File: src/rtl/glitch_sweep_ctrl.sv
// -----------------------------------------------------------------------------
// glitch_sweep_ctrl
//
// Sequences the glitch pulse engine across a 2-D sweep of trigger-to-glitch
// delay (inner loop) and glitch width (outer loop). Each (delay, width) point
// runs REPEAT attempts. One attempt does the following, in order:
//   1. Hold the target in reset for COOLDOWN cycles.
//   2. Wait for the trigger, bounded by TRIG_TIMEOUT cycles.
//   3. Arm the engine with the current delay and width.
//   4. Wait for the engine to report completion.
//   5. Sample the target success flag.
//
// Optional build macro:
//   STOP_ON_SUCCESS_EN - when defined, the first successful CHECK ends the
//                        sweep immediately. cur_delay and cur_width stay at
//                        the hit point.
//
// Ports:
//   clk          in   PLL clock, rising edge
//   rst          in   asynchronous active-high reset
//   start        in   one-cycle pulse; starts a sweep from IDLE or FINISH
//   abort        in   level; returns to IDLE from any state
//   trigger      in   target trigger (already synchronised)
//   eng_arm      out  one-cycle arm pulse to the engine
//   eng_delay    out  [DW-1:0] delay for the armed attempt
//   eng_width    out  [WW-1:0] width for the armed attempt
//   eng_done     in   one-cycle completion pulse from the engine
//   success_in   in   target success flag, sampled in CHECK
//   target_reset out  holds the target in reset
//   busy         out  high in every state except IDLE and FINISH
//   sweep_done   out  high in FINISH
//   hit          out  sticky; set on the first success since start
//   hit_delay    out  [DW-1:0] delay of the first success
//   hit_width    out  [WW-1:0] width of the first success
//   miss_count   out  [15:0] trigger timeouts this sweep, saturating
// -----------------------------------------------------------------------------
module glitch_sweep_ctrl #(
  parameter int DW           = 32,
  parameter int WW           = 16,
  parameter int DELAY_START  = 0,
  parameter int DELAY_END    = 1000,
  parameter int DELAY_STEP   = 10,
  parameter int WIDTH_START  = 1,
  parameter int WIDTH_END    = 40,
  parameter int WIDTH_STEP   = 1,
  parameter int REPEAT       = 4,
  parameter int COOLDOWN     = 1024,
  parameter int TRIG_TIMEOUT = 12_000_000
) (
  input  logic          clk,
  input  logic          rst,
  input  logic          start,
  input  logic          abort,
  input  logic          trigger,
  output logic          eng_arm,
  output logic [DW-1:0] eng_delay,
  output logic [WW-1:0] eng_width,
  input  logic          eng_done,
  input  logic          success_in,
  output logic          target_reset,
  output logic          busy,
  output logic          sweep_done,
  output logic          hit,
  output logic [DW-1:0] hit_delay,
  output logic [WW-1:0] hit_width,
  output logic [15:0]   miss_count
);

  // One shared counter serves both the cooldown and the trigger timeout,
  // because those two phases never overlap.
  localparam int CMAX = (COOLDOWN > TRIG_TIMEOUT) ? COOLDOWN : TRIG_TIMEOUT;
  localparam int CW   = $clog2(CMAX + 1);
  localparam int RW   = (REPEAT > 1) ? $clog2(REPEAT) : 1;

  // Widen the sweep bounds by one bit so that cur + STEP cannot wrap
  // before it is compared against END.
  localparam logic [DW:0]   D_START_X = (DW+1)'(DELAY_START);
  localparam logic [DW:0]   D_END_X   = (DW+1)'(DELAY_END);
  localparam logic [DW:0]   D_STEP_X  = (DW+1)'(DELAY_STEP);
  localparam logic [WW:0]   W_START_X = (WW+1)'(WIDTH_START);
  localparam logic [WW:0]   W_END_X   = (WW+1)'(WIDTH_END);
  localparam logic [WW:0]   W_STEP_X  = (WW+1)'(WIDTH_STEP);
  localparam logic [CW-1:0] COOL_LAST = CW'(COOLDOWN - 1);
  localparam logic [CW-1:0] TMO_LAST  = CW'(TRIG_TIMEOUT - 1);
  localparam logic [RW-1:0] REP_LAST  = RW'(REPEAT - 1);

  typedef enum logic [2:0] {
    IDLE      = 3'd0,
    RST_TGT   = 3'd1,
    WAIT_TRIG = 3'd2,
    FIRE      = 3'd3,
    WAIT_DONE = 3'd4,
    CHECK     = 3'd5,
    ADVANCE   = 3'd6,
    FINISH    = 3'd7
  } state_t;

  state_t state;
  state_t state_next;

  logic [DW-1:0] cur_delay;
  logic [WW-1:0] cur_width;
  logic [RW-1:0] rep;
  logic [CW-1:0] cnt;

  logic [DW:0] d_sum;
  logic [WW:0] w_sum;
  logic        delay_fits;
  logic        width_fits;
  logic        rep_last;
  logic        cool_end;
  logic        trig_tmo;

  assign d_sum      = {1'b0, cur_delay} + D_STEP_X;
  assign w_sum      = {1'b0, cur_width} + W_STEP_X;
  assign delay_fits = (d_sum <= D_END_X);
  assign width_fits = (w_sum <= W_END_X);
  assign rep_last   = (rep == REP_LAST);
  assign cool_end   = (cnt == COOL_LAST);
  assign trig_tmo   = (cnt == TMO_LAST);

  // ---------------------------------------------------------------------------
  // State register
  // ---------------------------------------------------------------------------
  always_ff @(posedge clk or posedge rst) begin
    if (rst) begin
      state <= IDLE;
    end else begin
      state <= state_next;
    end
  end

  // ---------------------------------------------------------------------------
  // Next-state logic
  // ---------------------------------------------------------------------------
  always_comb begin
    state_next = state;
    case (state)
      IDLE, FINISH: begin
        if (start) state_next = RST_TGT;
      end
      RST_TGT: begin
        if (cool_end) state_next = WAIT_TRIG;
      end
      WAIT_TRIG: begin
        if (trigger)       state_next = FIRE;
        else if (trig_tmo) state_next = ADVANCE;
      end
      FIRE: begin
        state_next = WAIT_DONE;
      end
      WAIT_DONE: begin
        if (eng_done) state_next = CHECK;
      end
      CHECK: begin
`ifdef STOP_ON_SUCCESS_EN
        if (success_in) state_next = FINISH;
        else            state_next = ADVANCE;
`else
        state_next = ADVANCE;
`endif
      end
      ADVANCE: begin
        // The sweep ends only when all three counters roll over together.
        if (rep_last && !delay_fits && !width_fits) state_next = FINISH;
        else                                        state_next = RST_TGT;
      end
      default: begin
        state_next = IDLE;
      end
    endcase
    // abort overrides every other transition.
    if (abort) state_next = IDLE;
  end

  // The control outputs decode the state register directly. Because of that,
  // an async reset or an abort clears them as soon as the state leaves the
  // corresponding phase.
  assign eng_arm      = (state == FIRE);
  assign target_reset = (state == RST_TGT);
  assign busy         = (state != IDLE) && (state != FINISH);
  assign sweep_done   = (state == FINISH);

  // ---------------------------------------------------------------------------
  // Datapath: sweep position, counters, engine words, results
  // ---------------------------------------------------------------------------
  always_ff @(posedge clk or posedge rst) begin
    if (rst) begin
      cur_delay  <= D_START_X[DW-1:0];
      cur_width  <= W_START_X[WW-1:0];
      rep        <= '0;
      cnt        <= '0;
      eng_delay  <= '0;
      eng_width  <= '0;
      hit        <= 1'b0;
      hit_delay  <= '0;
      hit_width  <= '0;
      miss_count <= '0;
    end else if (!abort) begin
      // While abort is high everything is frozen. Results are retained, and
      // the next start reloads the sweep position.
      case (state)
        IDLE, FINISH: begin
          if (start) begin
            cur_delay  <= D_START_X[DW-1:0];
            cur_width  <= W_START_X[WW-1:0];
            rep        <= '0;
            cnt        <= '0;
            hit        <= 1'b0;
            hit_delay  <= '0;
            hit_width  <= '0;
            miss_count <= '0;
          end
        end
        RST_TGT: begin
          cnt <= cool_end ? '0 : cnt + 1'b1;
        end
        WAIT_TRIG: begin
          if (trigger) begin
            cnt       <= '0;
            // Latch on the way into FIRE, so the words are valid during the
            // arm pulse and stay stable until the next FIRE.
            eng_delay <= cur_delay;
            eng_width <= cur_width;
          end else if (trig_tmo) begin
            cnt <= '0;
            if (miss_count != 16'hFFFF) miss_count <= miss_count + 16'd1;
          end else begin
            cnt <= cnt + 1'b1;
          end
        end
        CHECK: begin
          if (success_in && !hit) begin
            hit       <= 1'b1;
            hit_delay <= cur_delay;
            hit_width <= cur_width;
          end
        end
        ADVANCE: begin
          cnt <= '0;
          if (!rep_last) begin
            rep <= rep + 1'b1;
          end else begin
            rep <= '0;
            if (delay_fits) begin
              cur_delay <= d_sum[DW-1:0];
            end else begin
              cur_delay <= D_START_X[DW-1:0];
              if (width_fits) cur_width <= w_sum[WW-1:0];
            end
          end
        end
        default: begin
        end
      endcase
    end
  end

endmodule

File: config.mk
export PLATFORM = sky130hd
export DESIGN_NAME = glitch_sweep_ctrl
export DESIGN_NICKNAME = d
export VERILOG_FILES = /design/src/rtl/glitch_sweep_ctrl.sv
export SDC_FILE = /design/constraint.sdc
export NUM_CORES = 1
export LEC_CHECK = 0
export CORE_MARGIN = 2
export CORE_UTILIZATION = 57
export CTS_BUF_LIST = sky130_fd_sc_hd__clkbuf_4 sky130_fd_sc_hd__clkbuf_8
export DETAILED_ROUTE_END_ITERATION = 7
export PLACE_DENSITY_LB_ADDON = 0.3
export SYNTH_ARGS = -nofsm -noshare
export SYNTH_HDL_FRONTEND = slang
export SYNTH_SLANG_ARGS = --single-unit
File: constraint.sdc
create_clock -name clk -period 7.4 [get_ports clk]
set_clock_uncertainty 0.2 [all_clocks]
set_input_delay 1.48 -clock clk [delete_from_list [all_inputs] [get_ports clk]]
set_output_delay 1.48 -clock clk [all_outputs]
set_load 0.005 [all_outputs]
==> run_results.csv <==
group,metric,value,unit
status,status,"complete, no violations",
setup_path,worstPathRequired,7.52,ns
timing,setup_violations,0,
detailed_routing,drc,0,
final_layout,fin_area,0.0105,sq mm
setup_path,path_delay_family,"simple AND/OR/NAND/NOR gates",
clock_network,clkTransAtPathRegs,0.09,ns
power_and_ir_drop,total_power,0.00202,W
setup_path,path_cells,"clkdlybuf4s50_1 > nand2b_1 > a21o_1 > a211oi_1 > nand4_1 > or4_1 > xor2_1 > nor2_1",
final_layout,final_common_cell,"dfrtp_1",
logic_synthesis,yosys.cell_types.count,62,
timing,setup_tns,0,ns
logic_synthesis,avgSynthCellArea,9.82,sq um
clock_network,clk_latency,0.46,ns
clock_network,cts_resized,0,
final_layout,mostFrequentLayoutCells,"dfrtp_1 (186), nand2_1 (152), clkdlybuf4s50_1 (121)",
logic_synthesis,synth_edf_count,0,
min_path,holdCritStartpoint,"hit_width[3]",
logic_synthesis,ys_warn_count,0,
timing,max_freq,0.243,GHz
detailed_routing,vias,6821,
final_layout,area_growth,18.5,%
logic_synthesis,yosysSeqAreaShare,0.529,
timing,drv_slew,0,
final_layout,fin_nets,999,
clock_network,cts_max_level,4,
power_and_ir_drop,pwr_density_cell,193,mW/mm^2
logic_synthesis,synth_area_leaders,"dfrtp_1 (53%), nand2_1 (6.4%), mux2_2 (5.9%)",
setup_path,worstPathArrival,4.23,ns
setup_path,critPathLaunchType,"input port",
clock_network,cts_tree,"built",
grt,grt_pass1_wl,31900,um
final_layout,diodes,0,
timing,finalCriticalPeriod,4.11,ns
place,io_buffer_count,121,
setup_path,crit_path_end_kind,"register",
logic_synthesis,yosys.area.top_type,"dfrtp_1",
die,floorplan.initialDensity,0.582,
logic_synthesis,syn_inst,901,
detailed_routing,wire_per_inst,16.1,um
clock_network,cts_made_buffers,17,
setup_path,crit_start,"start",
run,cap_viol_max_count,0,
die,die-height,129,um
setup_path,critPathMaxStageDelay,0.74,ns
timing,finalCritPeriodShare,0.556,
grt,grt_max_degree,134,
timing,worst_slew_pin_slew,0.995,ns
grt,grt_usage,0.238,
die,die_x,129,um
die,placeableCoreArea,0.0152,sq mm
min_path,min_path_type,"register to register",
setup_path,worstPathMaxFanout,6,
clock_network,root_buffer,"clkbuf_8",
clock_network,ctsHoldBuffers,0,
detailed_routing,drtIter0Drc,493,
clock_network,post_cts_buffers,0,
place,gp_congestion,0.872,
logic_synthesis,yosysTopAreaCellShare,0.526,
grt,grt-ovfl-total,0,
final_layout,fill_cells,1181,
power_and_ir_drop,ir_drop,0.183,mV
final_layout,drive_gt1_frac,0.0942,
die,ios,124,
place,place_hpwl,12900,um
detailed_routing,routed_wl,19100,um
detailed_routing,avgViaCountPerCell,5.75,
detailed_routing,first_pass_iters,5,
logic_synthesis,synth-seq-cells,187,
timing,rsz0062_at_grt,"no",
setup_path,crit_buf_inv,1,
detailed_routing,ant_nets,0,
setup_path,slowest_stage,"a211oi_1",
power_and_ir_drop,power_leakage,4.56,nW
logic_synthesis,syn_area,0.00885,sq mm
clock_network,cts_sinks,187,
logic_synthesis,synth_ff_type,"dfrtp_1",
grt,grt_pass1_vias,6470,
clock_network,clock_path_buffers,2,
setup_path,r2r_start,"cur_delay[9]",
place,dpl-instance-area,0.0101,sq mm
die,num_rows,45,
grt,grt_antenna_before_repair,0,
timing,finalHoldViolCount,0,
logic_synthesis,ys_async_sr_fraction,1.00,
die,die_area,0.0165,sq mm
setup_path,path_class,"input port to register",
timing,maxSlewHeadroom,0.337,
[cells by family after synthesis]
| group | after synthesis | share of synthesized area |
|---|---|---|
| xor gates and xnor gates | 43 | 0.0426 |
| DFF | 187 | 0.529 |
| other | 1 | 0.000424 |
| and+or+nand+nor | 402 | 0.226 |
| AOI/OAI and AO/OA | 142 | 0.0995 |
| adders and majority gates | 5 | 0.00707 |
| buffers and inverters | 72 | 0.0332 |
| muxes | 49 | 0.0619 |
[state kept, by name, indices dropped and copies added (netlist names)]
name        count
eng_delay      31
cnt            24
cur_width      16
eng_width      16
hit_width      16
state           3
cur_delay      31
hit_delay      31
rep             2
hit             1
miss_count     16
[Yosys cell counts, types with 2 or more instances]
library cell,n
buf_4,2
nand2_1,152
buf_1,2
a31oi_1,4
o211ai_1,3
a21oi_1,17
xnor2_1,18
inv_1,13
and4_1,11
and2_1,37
mux2_2,46
a21o_1,10
o21a_1,2
nor2_1,61
o31ai_1,13
nand3_1,30
nor3_1,14
clkbuf_1,47
a2bb2oi_1,2
a211o_1,2
buf_2,7
ha_1,5
or3_1,16
nand3b_1,3
nand4b_1,2
and3_1,13
mux2i_1,3
a22o_1,3
nor4b_1,2
or4_1,7
nor4_1,10
o21ai_0,68
nand2b_1,7
or2_2,4
nor3b_1,3
a211oi_1,3
xor2_1,25
o31a_1,2
dfrtp_1,186
o41ai_1,2
nand4_1,23
[where the power goes]
part / internal (W) / switching, W / total [W]
clock network: 0.000311 / 0.000363 / 0.000674
logic: 0.000104 / 0.000151 / 0.000255
registers: 0.00105 / 0.0000356 / 0.00109
total: 0.00147 / 0.000550 / 0.00202
[path summary, 6_finish.rpt]
path,endpoint,cells past startpoint,slack (ns)
min in group asynchronous,hit_width[0],2,1.40
hold / removal,hit_width[3],2,0.28
setup reg to reg,cur_width[0],8,3.52
max in group asynchronous,hit_delay[10],3,4.32
setup / recovery,cnt[23],8,3.29
hold reg to reg,hit_width[3],2,0.28
[routing by layer]
layer  wire (um)  GRT usage  vias to the layer above
met2        9290      0.391                      165
met5           0          0                        -
li1            -          -                     3295
met4         157     0.0569                        0
met3         928     0.0511                       14
met1        8760      0.328                     3347
[worst register-to-register path: cells and delay by family, from the launching register on]
kind	cells	cell delay (ns)
AOI/OAI and AO/OA	2	0.51
DFF	1	0.57
muxes	1	0.38
and+or+nand+nor	5	2.17
[area by class of cell]
| type | instances | area (sq um) | share of cell area |
|---|---|---|---|
| Timing Repair Buffer | 125 | 1240 | 0.118 |
| Sequential cell | 187 | 4680 | 0.446 |
| Clock inverter | 12 | 139 | 0.0132 |
| Clock buffer | 18 | 248 | 0.0236 |
| Inverter | 13 | 56.3 | 0.00537 |
| Multi-Input combinational cell | 643 | 3880 | 0.371 |
| Tap cell | 188 | 235 | 0.0224 |
[stage by stage]
stage	hold slack (ns)	instances	worst slack (ns)	util
after floorplan	0.273	902	0.636	-
after global routing	0.314	1186	3.18	0.690
after detailed placement	0.269	1156	2.91	0.664
after global placement	0.260	1156	3.00	0.664
final	0.282	1186	3.29	0.690
after CTS	0.289	1186	3.40	0.690
Note: power is estimated with default switching activity, not from simulation.
==> edit (same flow settings) <==
Re-encode `state_t` (8 states) as one-hot, 8 bits wide.
--- a/src/rtl/glitch_sweep_ctrl.sv
+++ b/src/rtl/glitch_sweep_ctrl.sv
@@ -85,13 +85,13 @@
   localparam logic [RW-1:0] REP_LAST  = RW'(REPEAT - 1);
 
-  typedef enum logic [2:0] {
-    IDLE      = 3'd0,
-    RST_TGT   = 3'd1,
-    WAIT_TRIG = 3'd2,
-    FIRE      = 3'd3,
-    WAIT_DONE = 3'd4,
-    CHECK     = 3'd5,
-    ADVANCE   = 3'd6,
-    FINISH    = 3'd7
+  typedef enum logic [7:0] {
+    IDLE      = 8'b00000001,
+    RST_TGT   = 8'b00000010,
+    WAIT_TRIG = 8'b00000100,
+    FIRE      = 8'b00001000,
+    WAIT_DONE = 8'b00010000,
+    CHECK     = 8'b00100000,
+    ADVANCE   = 8'b01000000,
+    FINISH    = 8'b10000000
   } state_t;
 
Formal check against the unedited RTL: no difference found for any inputs over 10 cycles, from zero or initial values and one cycle with rst high; not proved beyond that.
==> edit against the unedited design <==
- count of clock-buffer cells in the layout increased by 3
- worst setup slack got worse by 110 ps
- via count increased by 15%
- global-route usage increased by 2.3 points
- synthesized area increased by 5.6%
- sequential cell count increased by 5
- wire length increased by 15%
- largest power group unchanged
- power decreased by 3.1%
- clock power increased by 10%
- synthesized cell count increased by 14%
- largest cell class unchanged
- cell area increased by 5.3%
==> edit: results (changes against the unedited design) <==
Global routing
  – Vias in the first global route: 7523 (was 6470)
  – First-pass GRT wire length: 37.33 mm (was 31.94 mm)
  – Total track usage: 0.2611 (was 0.2380)
  – Met3 usage: 0.04998 (was 0.05114)
  – GR Layer Usage met1: 0.3620 (was 0.3280)
  – Largest net degree at the start of global routing: 127 (was 134)
  – Met2 GRT Util: 0.4161 (was 0.3914)
  – Antenna violations before repair: 0 (unchanged)

Detailed routing
  – DRT Pass-1 Iters: 5 (unchanged)
  – Final wirelength: 22.00 mm (was 19.13 mm)
  – Via count: 7869 (was 6821)
  – Avg WL per Cell: 16.47 microns (was 16.13 microns)
  – First DRT Iteration DRCs: 622 (was 493)

Layout
  – FF+latch area: 0.004807 sq mm (was 0.004681 sq mm)
  – #MultiIn Comb: 755 (was 643)
  – Share of cells above drive strength 1: 0.06518 (was 0.09419)
  – Clk_buf instances: 21 (was 18)
  – Signal buffers: 128 (was 125)
  – Non-clk buf share: 0.1145 (was 0.1184)
  – Antenna diodes: 0 (unchanged)
  – Final #Nets: 1119 (was 999)
  – Clk cell area share: 0.03956 (was 0.03687)
  – FILL cells: 1246 (was 1181)
  – Fraction of area in multi-input gates: 0.3809 (was 0.3705)

Power
  – Clock power share: 0.379 (was 0.334)
  – Peak VDD IR: 0.1482 mV (was 0.1835 mV)
  – Power per cell area: 177.3 mW/mm^2 (was 192.5 mW/mm^2)
  – Lkg Pwr: 5.136 nW (was 4.563 nW)
  – Sw Ratio: 0.2532 (was 0.2724)
  – P_comb: 0.153 mW (was 0.255 mW)

Status
  – Outcome: complete, no violations (unchanged)

Placed design
  – Setup WS pre-CTS: 2713 ps (was 2906 ps)
  – Placer Congestion: 0.8715 (was 0.8721)
  – Placed wire-length estimate: 14.78 mm (was 12.91 mm)
  – Cells after DPL: 1304 (was 1156)

Logic synthesis
  – Netlist cell types: 84 (was 62)
  – Top cells by area, synth: dfrtp_1 (51%), nand2_1 (12%), nand3_1 (3.9%) (was dfrtp_1 (53%), nand2_1 (6.4%), mux2_2 (5.9%))
  – Sequential share of the synthesized area: 0.5145 (was 0.5289)
  – Synthesis-stage register bit count: 192 (was 187)
  – Warnings from Yosys: 0 (unchanged)
  – Post-Synthesis Cells: 1023 (was 901)
  – Top cells by count, synth: nand2_1 (290), dfrtp_1 (190), nand3_1 (73), nor2_1 (53), o21ai_0 (44) (was dfrtp_1 (186), nand2_1 (152), o21ai_0 (68), nor2_1 (61), clkbuf_1 (47))

CTS
  – Clock slew at the register clock pins of the worst setup and hold paths: 90 ps (about the same)
  – Post-CTS Setup Inserts: 0 (unchanged)
  – H-tree levels: 4 (unchanged)
  – Hold Buf Count CTS: 0 (unchanged)
  – CTS Buf Count: 17 (unchanged)
  – CTS max path bufs: 2 (unchanged)
  – Post-CTS Resized: 0 (unchanged)

STA
  – Rel. slew slack: 0.1864 (was 0.3367)
  – Final count of pins violating max slew: 0 (unchanged)

Setup path
  – Data arrival time of the critical path: 4390 ps (was 4230 ps)
  – Worst Path Max Fanout: 52 (was 6)
edit: per-layer routing:
metal,up-vias,wire length (microns)
met5,-,0
met4,0,396
met3,25,1150
met2,250,10640
met1,3883,9815
li1,3711,-
edit: per-stage QoR:
| step | area [sq um] | util |
|---|---|---|
| after floorplan | 9348 | - |
| after global placement | 10600 | 0.6650 |
| after detailed placement | 10600 | 0.6650 |
| after CTS | 11040 | 0.6924 |
| after global routing | 11040 | 0.6924 |
| final | 11040 | 0.6924 |
edit: worst paths after layout:
kind | from | endpoint | slack [ps] | cells after the start
max | abort | eng_width[4]$_DFFE_PP0P_ | 3180 | 7
min | hit_width[6]$_DFFE_PP0P_ | hit_width[6]$_DFFE_PP0P_ | 270 | 2
max reg2reg | cur_delay[1]$_DFFE_PP0P_ | cur_width[1]$_DFFE_PP0P_ | 3690 | 10
min reg2reg | hit_width[6]$_DFFE_PP0P_ | hit_width[6]$_DFFE_PP0P_ | 270 | 2
max in group asynchronous | rst | cur_width[8]$_DFFE_PP0P_ | 4260 | 3
min in group asynchronous | rst | hit_delay[26]$_DFFE_PP0P_ | 1380 | 2
edit: critical path, cell delays in order:
cell and delay, ps:
clkdlybuf4s50_1 960, nand3b_1 190, buf_4 480, clkinv_1 640
buf_4 430, nand2_1 100, nand2_1 60
edit: logic make-up (layout without fill, tap and decap cells):
| group | after synthesis | after routing | share of synthesized area |
|---|---|---|---|
| buffers and inverters | 77 | 173 | 0.03816 |
| adder cells (fa/ha/maj) | 5 | 5 | 0.006695 |
| XOR/XNOR | 28 | 28 | 0.02624 |
| flip-flops | 192 | 192 | 0.5145 |
| AO/OA/AOI/OAI | 134 | 134 | 0.09976 |
| other | 1 | 2 | 0.0004013 |
| multiplexers | 8 | 8 | 0.008838 |
| AND/OR/NAND/NOR | 578 | 578 | 0.3054 |
